## src/rtl/nios2_oci_dct_pkg.sv

```systemverilog
// Shared constants and state types for the OCI DCT packing sequencer.
package nios2_oci_dct_pkg;

    localparam int unsigned ATOM_W = 2;
    localparam int unsigned SLOTS  = 15;
    localparam int unsigned BUF_W  = ATOM_W * SLOTS;
    localparam int unsigned CNT_W  = 4;

    typedef enum logic [1:0] {EMPTY, FILLING, FULL} fill_state_e;
    typedef enum logic {OUT_IDLE, OUT_VALID} out_state_e;

    function automatic fill_state_e fill_state_of(input logic [CNT_W-1:0] cnt);
        if (cnt == '0) return EMPTY;
        if (cnt == CNT_W'(SLOTS)) return FULL;
        return FILLING;
    endfunction

endpackage

```

## src/rtl/nios2_oci_dct_sequencer_if.sv

```systemverilog
// Atom input and packed-buffer valid/ready output of the DCT sequencer.
interface nios2_oci_dct_sequencer_if;
    import nios2_oci_dct_pkg::*;

    logic              atom_valid;
    logic [ATOM_W-1:0] atom_data;
    logic              out_valid;
    logic              out_ready;
    logic [BUF_W-1:0]  out_buffer;
    logic [CNT_W-1:0]  out_count;

    modport master (
        output atom_valid, atom_data, out_ready,
        input  out_valid, out_buffer, out_count
    );

    modport slave (
        input  atom_valid, atom_data, out_ready,
        output out_valid, out_buffer, out_count
    );

endinterface

```

## src/rtl/nios2_oci_dct_outreg.sv

```systemverilog
// One-entry valid/ready holding register; data stays put while stalled.
module nios2_oci_dct_outreg
    import nios2_oci_dct_pkg::*;
(
    input  logic             clk,
    input  logic             reset_n,
    input  logic             load,
    input  logic [BUF_W-1:0] load_buffer,
    input  logic [CNT_W-1:0] load_count,
    input  logic             ready,
    output logic             valid,
    output logic [BUF_W-1:0] buffer,
    output logic [CNT_W-1:0] count,
    output logic             slot_free
);

    out_state_e       state_q, state_d;
    logic [BUF_W-1:0] buffer_q;
    logic [CNT_W-1:0] count_q;

    always_comb begin
        state_d = state_q;
        unique case (state_q)
            OUT_IDLE:  if (load) state_d = OUT_VALID;
            // A load while draining keeps the slot occupied with the new buffer.
            OUT_VALID: if (!load && ready) state_d = OUT_IDLE;
        endcase
    end

    always_ff @(posedge clk or negedge reset_n) begin
        if (!reset_n) begin
            state_q  <= OUT_IDLE;
            buffer_q <= '0;
            count_q  <= '0;
        end else begin
            state_q <= state_d;
            if (load) begin
                buffer_q <= load_buffer;
                count_q  <= load_count;
            end
        end
    end

    assign valid     = (state_q == OUT_VALID);
    assign buffer    = buffer_q;
    assign count     = count_q;
    assign slot_free = !valid || ready;

endmodule

```

## src/rtl/nios2_oci_dct_sequencer.sv

```systemverilog
// Packs 2-bit trace atoms into the 30-bit DCT buffer and hands full or flushed
// buffers to the trace FIFO through a one-entry output register.
module nios2_oci_dct_sequencer
    import nios2_oci_dct_pkg::*;
(
    input  logic                       clk,
    input  logic                       reset_n,
    input  logic                       enable,
    input  logic                       flush,
    input  logic                       overflow_clr,
    nios2_oci_dct_sequencer_if.slave   bus,
    output logic [BUF_W-1:0]           dct_buffer,
    output logic [CNT_W-1:0]           dct_count,
    output logic                       overflow,
    output logic                       busy
);

    fill_state_e      state_q, state_d;
    logic [BUF_W-1:0] buf_q, buf_d, eff_buf, atom_ext;
    logic [CNT_W-1:0] cnt_q, cnt_d, eff_cnt;
    logic             flush_pend_q, flush_pend_d;
    logic             overflow_q, overflow_d;
    logic             accept, merge, pend, transfer, slot_free;

    always_comb begin
        accept   = enable && bus.atom_valid;
        merge    = accept && (state_q != FULL);
        atom_ext = {{(BUF_W - ATOM_W){1'b0}}, bus.atom_data};
        eff_buf  = buf_q;
        eff_cnt  = cnt_q;
        // Effective contents include an atom accepted this cycle.
        if (merge) begin
            eff_buf = buf_q | (atom_ext << (ATOM_W * cnt_q));
            eff_cnt = cnt_q + CNT_W'(1);
        end
        pend     = flush_pend_q || flush;
        transfer = slot_free && ((eff_cnt == CNT_W'(SLOTS)) || (pend && (eff_cnt != '0)));

        buf_d = eff_buf;
        cnt_d = eff_cnt;
        if (transfer) begin
            // An atom arriving while FULL lands in slot 0 of the freshly cleared register.
            if (accept && (state_q == FULL)) begin
                buf_d = atom_ext;
                cnt_d = CNT_W'(1);
            end else begin
                buf_d = '0;
                cnt_d = '0;
            end
        end
        state_d = fill_state_of(cnt_d);

        flush_pend_d = pend && !transfer && (eff_cnt != '0);
        overflow_d   = (accept && (state_q == FULL) && !transfer) || (overflow_q && !overflow_clr);
    end

    always_ff @(posedge clk or negedge reset_n) begin
        if (!reset_n) begin
            state_q      <= EMPTY;
            buf_q        <= '0;
            cnt_q        <= '0;
            flush_pend_q <= 1'b0;
            overflow_q   <= 1'b0;
        end else begin
            state_q      <= state_d;
            buf_q        <= buf_d;
            cnt_q        <= cnt_d;
            flush_pend_q <= flush_pend_d;
            overflow_q   <= overflow_d;
        end
    end

    nios2_oci_dct_outreg u_outreg (
        .clk         (clk),
        .reset_n     (reset_n),
        .load        (transfer),
        .load_buffer (eff_buf),
        .load_count  (eff_cnt),
        .ready       (bus.out_ready),
        .valid       (bus.out_valid),
        .buffer      (bus.out_buffer),
        .count       (bus.out_count),
        .slot_free   (slot_free)
    );

    assign dct_buffer = buf_q;
    assign dct_count  = cnt_q;
    assign overflow   = overflow_q;
    assign busy       = (cnt_q != '0) || bus.out_valid || flush_pend_q;

endmodule

```

## src/flat_wrapper.sv

```systemverilog
// flat-port wrapper written by rule: the top's interface ports become plain ports
module nios2_oci_dct_sequencer_flat import nios2_oci_dct_pkg::*;
  (clk, reset_n, enable, flush, overflow_clr, dct_buffer, dct_count, overflow, busy, bus_atom_valid, bus_atom_data, bus_out_ready, bus_out_valid, bus_out_buffer, bus_out_count);
  nios2_oci_dct_sequencer_if bus_i ();
  input  logic clk;
  input  logic reset_n;
  input  logic enable;
  input  logic flush;
  input  logic overflow_clr;
  output logic [BUF_W-1:0] dct_buffer;
  output logic [CNT_W-1:0] dct_count;
  output logic overflow;
  output logic busy;
  input wire logic [$bits(bus_i.atom_valid)-1:0] bus_atom_valid;
  input wire logic [$bits(bus_i.atom_data)-1:0] bus_atom_data;
  input wire logic [$bits(bus_i.out_ready)-1:0] bus_out_ready;
  output wire logic [$bits(bus_i.out_valid)-1:0] bus_out_valid;
  output wire logic [$bits(bus_i.out_buffer)-1:0] bus_out_buffer;
  output wire logic [$bits(bus_i.out_count)-1:0] bus_out_count;
  assign bus_i.atom_valid = bus_atom_valid;
  assign bus_i.atom_data = bus_atom_data;
  assign bus_i.out_ready = bus_out_ready;
  assign bus_out_valid = bus_i.out_valid;
  assign bus_out_buffer = bus_i.out_buffer;
  assign bus_out_count = bus_i.out_count;
  nios2_oci_dct_sequencer u_core (.clk(clk), .reset_n(reset_n), .enable(enable), .flush(flush), .overflow_clr(overflow_clr), .bus(bus_i), .dct_buffer(dct_buffer), .dct_count(dct_count), .overflow(overflow), .busy(busy));
endmodule
```

## config.mk

```make
export PLATFORM = sky130hd
export DESIGN_NAME = nios2_oci_dct_sequencer_flat
export DESIGN_NICKNAME = d
export VERILOG_FILES = /design/src/rtl/nios2_oci_dct_pkg.sv /design/src/rtl/nios2_oci_dct_sequencer_if.sv /design/src/rtl/nios2_oci_dct_outreg.sv /design/src/rtl/nios2_oci_dct_sequencer.sv /design/src/flat_wrapper.sv
export SDC_FILE = /design/constraint.sdc
export NUM_CORES = 1
export LEC_CHECK = 0
export CORE_MARGIN = 2
export CORE_UTILIZATION = 40
export CTS_BUF_LIST = sky130_fd_sc_hd__clkbuf_16
export DETAILED_ROUTE_END_ITERATION = 8
export GPL_TIMING_DRIVEN = 0
export PLACE_DENSITY = 0.75
export SYNTH_ARGS = -nofsm -noshare
export SYNTH_HDL_FRONTEND = slang
export SYNTH_HIERARCHICAL = 1
export SYNTH_SLANG_ARGS = --single-unit
```

## constraint.sdc

```tcl
create_clock -name clk -period 4.5 [get_ports clk]
set_clock_uncertainty 0.1 [all_clocks]
set_input_delay 0.45 -clock clk [delete_from_list [all_inputs] [get_ports clk]]
set_output_delay 0.45 -clock clk [all_outputs]
set_load 0.01 [all_outputs]
```

==> results of run 1 <==
-- power by group --
part,leakage (nW),switching (mW),internal (mW)
clock network,0.158,0.258,0.535
logic,1.17,0.278,0.315
registers,1.01,0.0491,0.721
-- metrics by stage --
step                hold slack [ns]  cell area [µm²]  utilization [%]  total power [mW]
finish                        0.165             4540             56.1              2.16
global route                  0.242             4540             56.1              2.25
CTS                           0.199             4540             56.1              2.18
detailed placement            0.395             4200             51.9              1.38
global placement              0.392             4210             52.0              1.36
floorplan                    0.0544             3280                -              1.14
-- final cells by class --
cell class | count | area (µm²)
Sequential cell | 73 | 1830
Timing Repair Buffer | 79 | 788
Multi-Input combinational cell | 154 | 1310
Fill cell | 703 | 3550
Clock buffer | 9 | 225
Buffer | 12 | 121
Inverter | 6 | 22.5
Clock inverter | 7 | 109
Tap cell | 105 | 131
-- layer usage --
metal	up-vias	global-route usage, %	wire length (µm)
met5	-	0	0
met4	0	5.80	53
met3	5	4.47	303
met2	55	29.6	3810
met1	1147	24.7	3570
li1	1025	-	-
-- Yosys cell counts (all sizes together), types with 3 or more instances --
cell,n
dfrtp,73
inv,6
a21oi,3
nand2,5
nor3b,4
buf,9
a21o,29
nand2b,4
nor2,11
nor2b,28
clkbuf,3
nor3,5
mux2,37
and3,6
-- worst max-delay path: cells and delay by family --
kind / cells / cell delay (ns)
buffers and inverters: 5 / 1.13
muxes: 1 / 0.31
and+or+nand+nor: 3 / 0.70
AOI/OAI and AO/OA: 2 / 0.51
-- registers in the layout, summed over array words and instances, names as in the netlist --
signal / flops
u_core/flush_pend_q: 1
u_core/dct_count: 4
u_core/state_q: 2
u_core/u_outreg/buffer: 30
u_core/u_outreg/valid: 1
u_core/u_outreg/count: 4
u_core/dct_buffer: 30
u_core/overflow: 1
-- placed cells by master (no fill, tap or decap), types with 4 or more instances in the layout --
master,instances
sky130_fd_sc_hd__buf_4,4
sky130_fd_sc_hd__and3_1,6
sky130_fd_sc_hd__a21o_1,29
sky130_fd_sc_hd__dfrtp_1,73
sky130_fd_sc_hd__clkbuf_16,9
sky130_fd_sc_hd__mux2_2,5
sky130_fd_sc_hd__nor3_1,5
sky130_fd_sc_hd__clkdlybuf4s50_1,78
sky130_fd_sc_hd__nand2b_1,4
sky130_fd_sc_hd__nand2_1,5
sky130_fd_sc_hd__nor2b_1,28
sky130_fd_sc_hd__mux2_4,29
sky130_fd_sc_hd__nor2_1,11
sky130_fd_sc_hd__inv_1,6
sky130_fd_sc_hd__nor3b_1,4
-- final timing paths --
kind                                                   startpoint                                endpoint  slack (ns)
setup / recovery                                           enable   u_core/u_outreg/buffer[5]$_DFFE_PN0P_        1.49
hold / removal                                            reset_n  u_core/u_outreg/buffer[20]$_DFFE_PN0P_        0.17
setup reg to reg                    u_core/dct_count[0]$_DFF_PN0_   u_core/u_outreg/buffer[5]$_DFFE_PN0P_        1.52
hold reg to reg            u_core/u_outreg/buffer[23]$_DFFE_PN0P_  u_core/u_outreg/buffer[23]$_DFFE_PN0P_        0.41
max in group asynchronous                                 reset_n   u_core/u_outreg/buffer[5]$_DFFE_PN0P_        3.56
min in group clk           u_core/u_outreg/buffer[23]$_DFFE_PN0P_  u_core/u_outreg/buffer[23]$_DFFE_PN0P_        0.41
-- cells by family after synthesis --
family / after synthesis
fa+ha+maj: 2
mux: 37
flops: 73
simple gates: 72
xor+xnor: 4
buf+inv: 18
compound gates: 39
==> results.md, run 1 <==
- Clock tree synthesis found a total of 73 sinks.
- The setup slack after layout is 1.49 ns.
- In this run the worst path has a maximum fanout of 10.
- The number of slew-limit violations in the final report is 0.
- The net count of the mapped netlist is 256.
- The floorplan step defined a core boundary enclosing 8090 µm².
- The transition time at the pin with the least slew margin is 1.09 ns.
- The worst slew margin relative to its limit is 26.5%.
- The count of buffers added by post-CTS timing repair for setup is 0.
- The first global-routing pass estimated 12300 µm of wire.
- The wire length reported by the detailed router is 7740 µm.
- The cell count of the worst reg-to-reg path is 11.
- Yosys attributes the largest share of cell area to sky130_fd_sc_hd__dfrtp_1 (56%), sky130_fd_sc_hd__mux2_4 (13%), sky130_fd_sc_hd__a21o_1 (6.6%), sky130_fd_sc_hd__nor2b_1 (5.3%), sky130_fd_sc_hd__buf_12 (1.8%).
- Using the TritonRoute via totals, the vias-per-cell ratio works out to 5.02.
- The final net count is 346.
- The multiplexer area fraction after synthesis is 16.0%.
- For this design, the CTS-stage hold fixing added 0 buffers.
- The growth of design area from synthesis to finish is 38.2%.
- The slowest stage of the critical path belongs to the cell sky130_fd_sc_hd__clkdlybuf4s50_1.
- By instance count, the cell type seen most on the critical path is sky130_fd_sc_hd__buf_6.
- The flow ran to the end, and the final reports show no timing, DRC or antenna violations.
- The synthesized netlist devotes 1.07% of its cell area to XOR and XNOR gates.
- For this configuration, the core starts out at a cell density of 40.6%.
- The number of rows created at floorplan is 33.
- The cell area that synthesis handed to floorplanning was 3280 µm².
- The maximum single-stage delay on the critical path is 0.47 ns.
- The total placed cells including tap cells is 429.
- 0 antenna diodes ended up in the layout.
- The achievable frequency is 332 MHz.
- The Yosys step of the flow raised 6 warnings.
- The area fraction in compound gates after synthesis is 9.60%.
- The I/O pin count is 80.
- The number of nets with antenna violations after detailed routing is 0.
- Prior to clock tree synthesis, the placed netlist has a worst setup slack of 1.20 ns.
- The count of buffers from port buffering is 79.
- The mean cell area of the mapped netlist is 13.4 µm².
- After layout, the worst path uses 67.0% of the clock period.
- The starting DRC count in detailed routing is 128.
- The minimum clock period after layout is 3.01 ns.
- The hold violation total from the final report was 0.
- The simple-gate share of the synthesized area is 12.6%.
- The die is 94.6 µm tall.
- The total via count after detailed routing is 2232.
- The number of unique standard cell types used by synthesis is 37.
- The synthesized design contains 73 register bits.
- Walking the worst path, the cells encountered are clkdlybuf4s50_1, nand2_1, nor2_1, a21oi_2, o31ai_2, nor2b_1, buf_4, buf_6, buf_6, buf_12, mux2_4.
- Setup repair after global routing left no endpoint under its margin.
- The largest buffer count on any clock path is 2.
- The count of flip-flops with a built-in enable after synthesis is 0.
- For this design the static power due to leakage is 2.33 nW.
- Clock-pin slew was measured on the worst setup and hold paths at 0.05 ns.
- The startpoint type of the worst setup path is an input port.
- The number of buffers inserted during clock tree synthesis is 9.
- Entering global routing, the biggest net connects 74 pins.
- The tree is rooted in a sky130_fd_sc_hd__clkbuf_16.
- The global routing usage summed across all routing layers is 18.4%.
- The via count of the first global-routing pass came to 2258.
- The initial antenna violation count was 0.
- The main combinational cell family by area after synthesis is multiplexers.
- The worst endpoint data arrival time is 3.11 ns.
- Excluding fillers, the count of instances in the completed layout stands at 445.
- Across the VDD grid, the largest voltage drop is 217 µV.
- The total of cells resized after clock tree synthesis is 0.
- The pre-antenna-repair detailed-routing pass consisted of 4 iterations.
- The number of instances in the synthesized netlist is 245.
- Of all flip-flops after synthesis, the portion carrying an async set or reset was 100%.
- Data on the critical path is required at its endpoint by 4.60 ns.
- The total congestion overflow is 0.
- The final weighted congestion of routability-driven global placement is 0.881.
- The CTS tree is built.
- The H-tree generated during clock tree synthesis spans 3 levels.
- The floorplan step set the die width to 94.6 µm.
- Across the run, the number of max-cap violations was 0.
- STA classifies the critical path endpoint as a flop.
- The power per standard cell area is 475 nW/µm².
- The type of the worst setup path is input port to flop.
- The number of endpoints failing setup at the final stage is 0.
- The path category of the worst min-delay check is input port to asynchronous set/reset pin.
- The adder and majority gate portion of the synthesized area is 0.762%.
- For this run, the register share of the synthesized area comes to 55.6%.
- After routing, the total negative slack on setup checks comes to 0 ns.
- In the routed design, unresolved DRC markers number 0.
- The area share of the largest cell type after synthesis is 55.6%.
- The full die area is 8950 µm².
- Dividing the detail-routed wire length by the instance count gives 17.4 µm.
- The clock latency of the later-clocked register in the worst-skew pair is 0.32 ns.
- Cells with a size suffix above 1 make up 18.2% of the layout.
- The most used flip-flop cell after synthesis is sky130_fd_sc_hd__dfrtp_1.
- The post-synthesis cell type with the largest combined area is sky130_fd_sc_hd__dfrtp_1.
- The placed wire-length estimate after detailed placement is 5370 µm.
(Power assumes the default switching activity.)
==> run 2: changes to the inputs <==
Settings changed: PLACE_DENSITY 0.75 to 0.77.
Clock period 4.5 ns to 2.5 ns, I/O delays scaled along.
==> run 2 against run 1 <==
Against the previous run:
- register-to-register slack worse by 1.5 ns
- sequential power up 81%
- wire length up 9.5%
- non-clock buffer count up 18
- core utilization up 3.2 points
- total power up 86%
==> results.md, run 2 (synthesis results as in run 1) <==
- The run finished with clean final reports.
- The nature of the critical path endpoint is a flop.
- The worst register-to-register path ends at u_core/u_outreg/buffer[15]$_DFFE_PN0P_.
- The number of slew-limit violations in the final report is 0 (unchanged).
- The minimum clock period after layout is 2.44 ns.
- The number of clock sinks seen by CTS is 73 (unchanged).
- The worst setup path is launched from a flop.
- The worst endpoint data arrival time is 2.55 ns (-0.56 ns).
- The post-route setup TNS is 0 ns (unchanged).
- The wire length reported by the detailed router is 8470 µm (+9.5%).
- The worst slew margin relative to its limit is 23.0% (-3.4 points).
- The register-to-register setup slack is 0.06 ns (-1.46 ns).
- The final net count is 364 (+5.2%).
- The worst register-to-register path begins at u_core/dct_count[0]$_DFF_PN0_.
- The leakage component of the power is 2.44 nW (+4.5%).
- The post-CTS clock slew at the launch and capture registers of the worst setup and hold paths is 0.06 ns (about the same).
- In this run the clock root is driven by a sky130_fd_sc_hd__clkbuf_16.
- The peak fanout along the critical path is 10 (unchanged).
- The number of nets with antenna violations after detailed routing came to 0 (unchanged).
- The path category of the worst min-delay check is input port to asynchronous set/reset pin.
- The starting DRC count in detailed routing is 102 (-20%).
- The global routing usage summed across all routing layers was 19.1% (+0.71 points).
- The leading cell type in the layout, fill and taps excluded is sky130_fd_sc_hd__clkdlybuf4s50_1.
- The via count of the first global-routing pass came to 2406 (+6.6%).
- The hold violation total from the final report is 0 (unchanged).
- Setup repair after global routing could not meet its margin everywhere.
- The number of endpoints failing setup at the final stage is 0 (unchanged).
- The cell count of the worst reg-to-reg path is 10 (-1).
- The number of diodes is 0 (unchanged).
- The initial antenna violation count is 0 (unchanged).
- The achievable frequency is 410 MHz.
- The area of all placed cells without fillers is 4800 µm² (+5.8%).
- The starting density of the core is 40.6% (unchanged).
- Leaving out fill and tap cells, the most frequent cells in the layout are sky130_fd_sc_hd__clkdlybuf4s50_1 (78), sky130_fd_sc_hd__dfrtp_1 (71), sky130_fd_sc_hd__a21o_1 (29), sky130_fd_sc_hd__mux2_4 (29), sky130_fd_sc_hd__nor2b_1 (28).
- The number of buffers inserted during clock tree synthesis was 9 (unchanged).
- The setup path with the least slack is of type flop to flop.
- The I/O pin count came to 80 (unchanged).
- The instance area at placement is 4230 µm² (+0.71%).
- The total congestion overflow is 0 (unchanged).
- The per-cell routed wire length is 18.3 µm (+5.3%).
- The core area is 8090 µm² (unchanged).
- The pin count of the biggest net entering global routing is 74 (unchanged).
- The maximum level of the CTS H-tree is 3 (unchanged).
- The full die area is 8950 µm² (unchanged).
- The transition time at the pin with the least slew margin is 1.15 ns (+0.0508 ns).
- The vertical extent of the die is 94.6 µm (unchanged).
- The final critical path takes up 97.6% of the cycle.
- The CTS tree is built.
- The fraction of final layout cells with drive strength greater than 1 is 26.3% (+8.0 points).
- The wire length of the first global-routing pass is 12700 µm (+3.1%).
- The post-layout instance count excluding filler cells is 463 (+4.0%).
- The final weighted congestion of routability-driven global placement came to 0.852 (-3.3%).
- The largest buffer count on any clock path is 2 (unchanged).
- The count of buffers from port buffering is 79 (unchanged).
- The total via count after detailed routing is 2382 (+6.7%).
- The width of the die is 94.6 µm (unchanged).
- The maximum resistive drop on vdd is 435 µV (+100%).
- The via count normalized by instance count is 5.14 (+2.6%).
- The remaining design rule violation count was 0 (unchanged).
- The clock latency of the later-clocked register in the worst-skew pair was 0.33 ns (about the same).
- The final total power is 4.01 mW (+86%).
- The power per standard cell area is 836 nW/µm² (+76%).
- The placed wire-length estimate after detailed placement is 5550 µm (+3.2%).
- The endpoint required time on the critical path is 2.61 ns (-1.99 ns).
- The number of iterations in the first detailed-routing pass is 4 (unchanged).
- The number of rows created at floorplan is 33 (unchanged).
- The reported max-cap violation count is 0 (unchanged).
- The total placed cells including tap cells is 430 (+0.23%).
- The growth of design area from synthesis to finish is 46.2%.
[run 2: final cells by class]
type	count	area, µm²
Fill cell	651	3290
Sequential cell	73	1830
Multi-Input combinational cell	154	1400
Timing Repair Buffer	98	1010
Clock buffer	9	225
Tap cell	105	131
Buffer	11	119
Clock inverter	7	68.8
Inverter	6	22.5
[run 2: worst max-delay path, cell delays in order, from the launching register on]
cell	delay [ns]
sky130_fd_sc_hd__dfrtp_2	0.46
sky130_fd_sc_hd__ha_4	0.20
sky130_fd_sc_hd__nor2_1	0.08
sky130_fd_sc_hd__and4_1	0.25
sky130_fd_sc_hd__a311oi_4	0.06
sky130_fd_sc_hd__o31ai_2	0.22
sky130_fd_sc_hd__nor2b_1	0.17
sky130_fd_sc_hd__buf_4	0.16
sky130_fd_sc_hd__buf_12	0.15
sky130_fd_sc_hd__buf_12	0.15
sky130_fd_sc_hd__mux2_4	0.30
[run 2: power breakdown]
group          internal, mW  switching [mW]  total (mW)  leakage, nW
sequential             1.30          0.0885        1.39         1.00
combinational         0.769           0.594        1.36         1.29
clock                 0.770           0.492        1.26        0.142
[run 2: metal layers]
| metal | wire length, µm | share of wire [%] | global-route usage [%] | vias to the layer above |
|---|---|---|---|---|
| li1 | - | - | - | 1071 |
| met1 | 3760 | 44 | 25.3 | 1214 |
| met2 | 4070 | 48 | 30.0 | 80 |
| met3 | 421 | 5.0 | 4.55 | 17 |
| met4 | 226 | 2.7 | 8.45 | 0 |
| met5 | 0 | 0 | 0 | - |
[run 2: metrics by stage]
step                utilization [%]  setup WS [ns]  hold slack [ns]
detailed placement             52.3         -0.622            0.197
global placement               52.0          -1.68            0.393
finish                         59.3         0.0605            0.365
CTS                            57.4       0.000511            0.393
global route                   59.3        -0.0344            0.417
floorplan                         -         0.0137           -0.146
[run 2: worst max path at each step]
stage | endpoint | from | cells after the start
finish | u_core/u_outreg/buffer[15]$_DFFE_PN0P_ | u_core/dct_count[0]$_DFF_PN0_ | 10
global route | u_core/u_outreg/buffer[22]$_DFFE_PN0P_ | u_core/dct_count[0]$_DFF_PN0_ | 10
CTS | u_core/u_outreg/buffer[4]$_DFFE_PN0P_ | bus_atom_valid | 10
detailed placement | u_core/u_outreg/buffer[4]$_DFFE_PN0P_ | bus_atom_valid | 11
global placement | u_core/dct_count[1]$_DFF_PN0_ | reset_n | 1
floorplan | u_core/u_outreg/buffer[0]$_DFFE_PN0P_ | u_core/dct_count[0]$_DFF_PN0_ | 11
[run 2: repair_timing]
item                                   in CTS  in global routing
setup endpoints to repair                  35                 33
hold buffers                                1                  0
resized for setup                           8                 11
cloned                                      0                  3
endpoints found under the hold margin      73                  0
pin swaps                                   3                  1
setup buffers                              11                  3
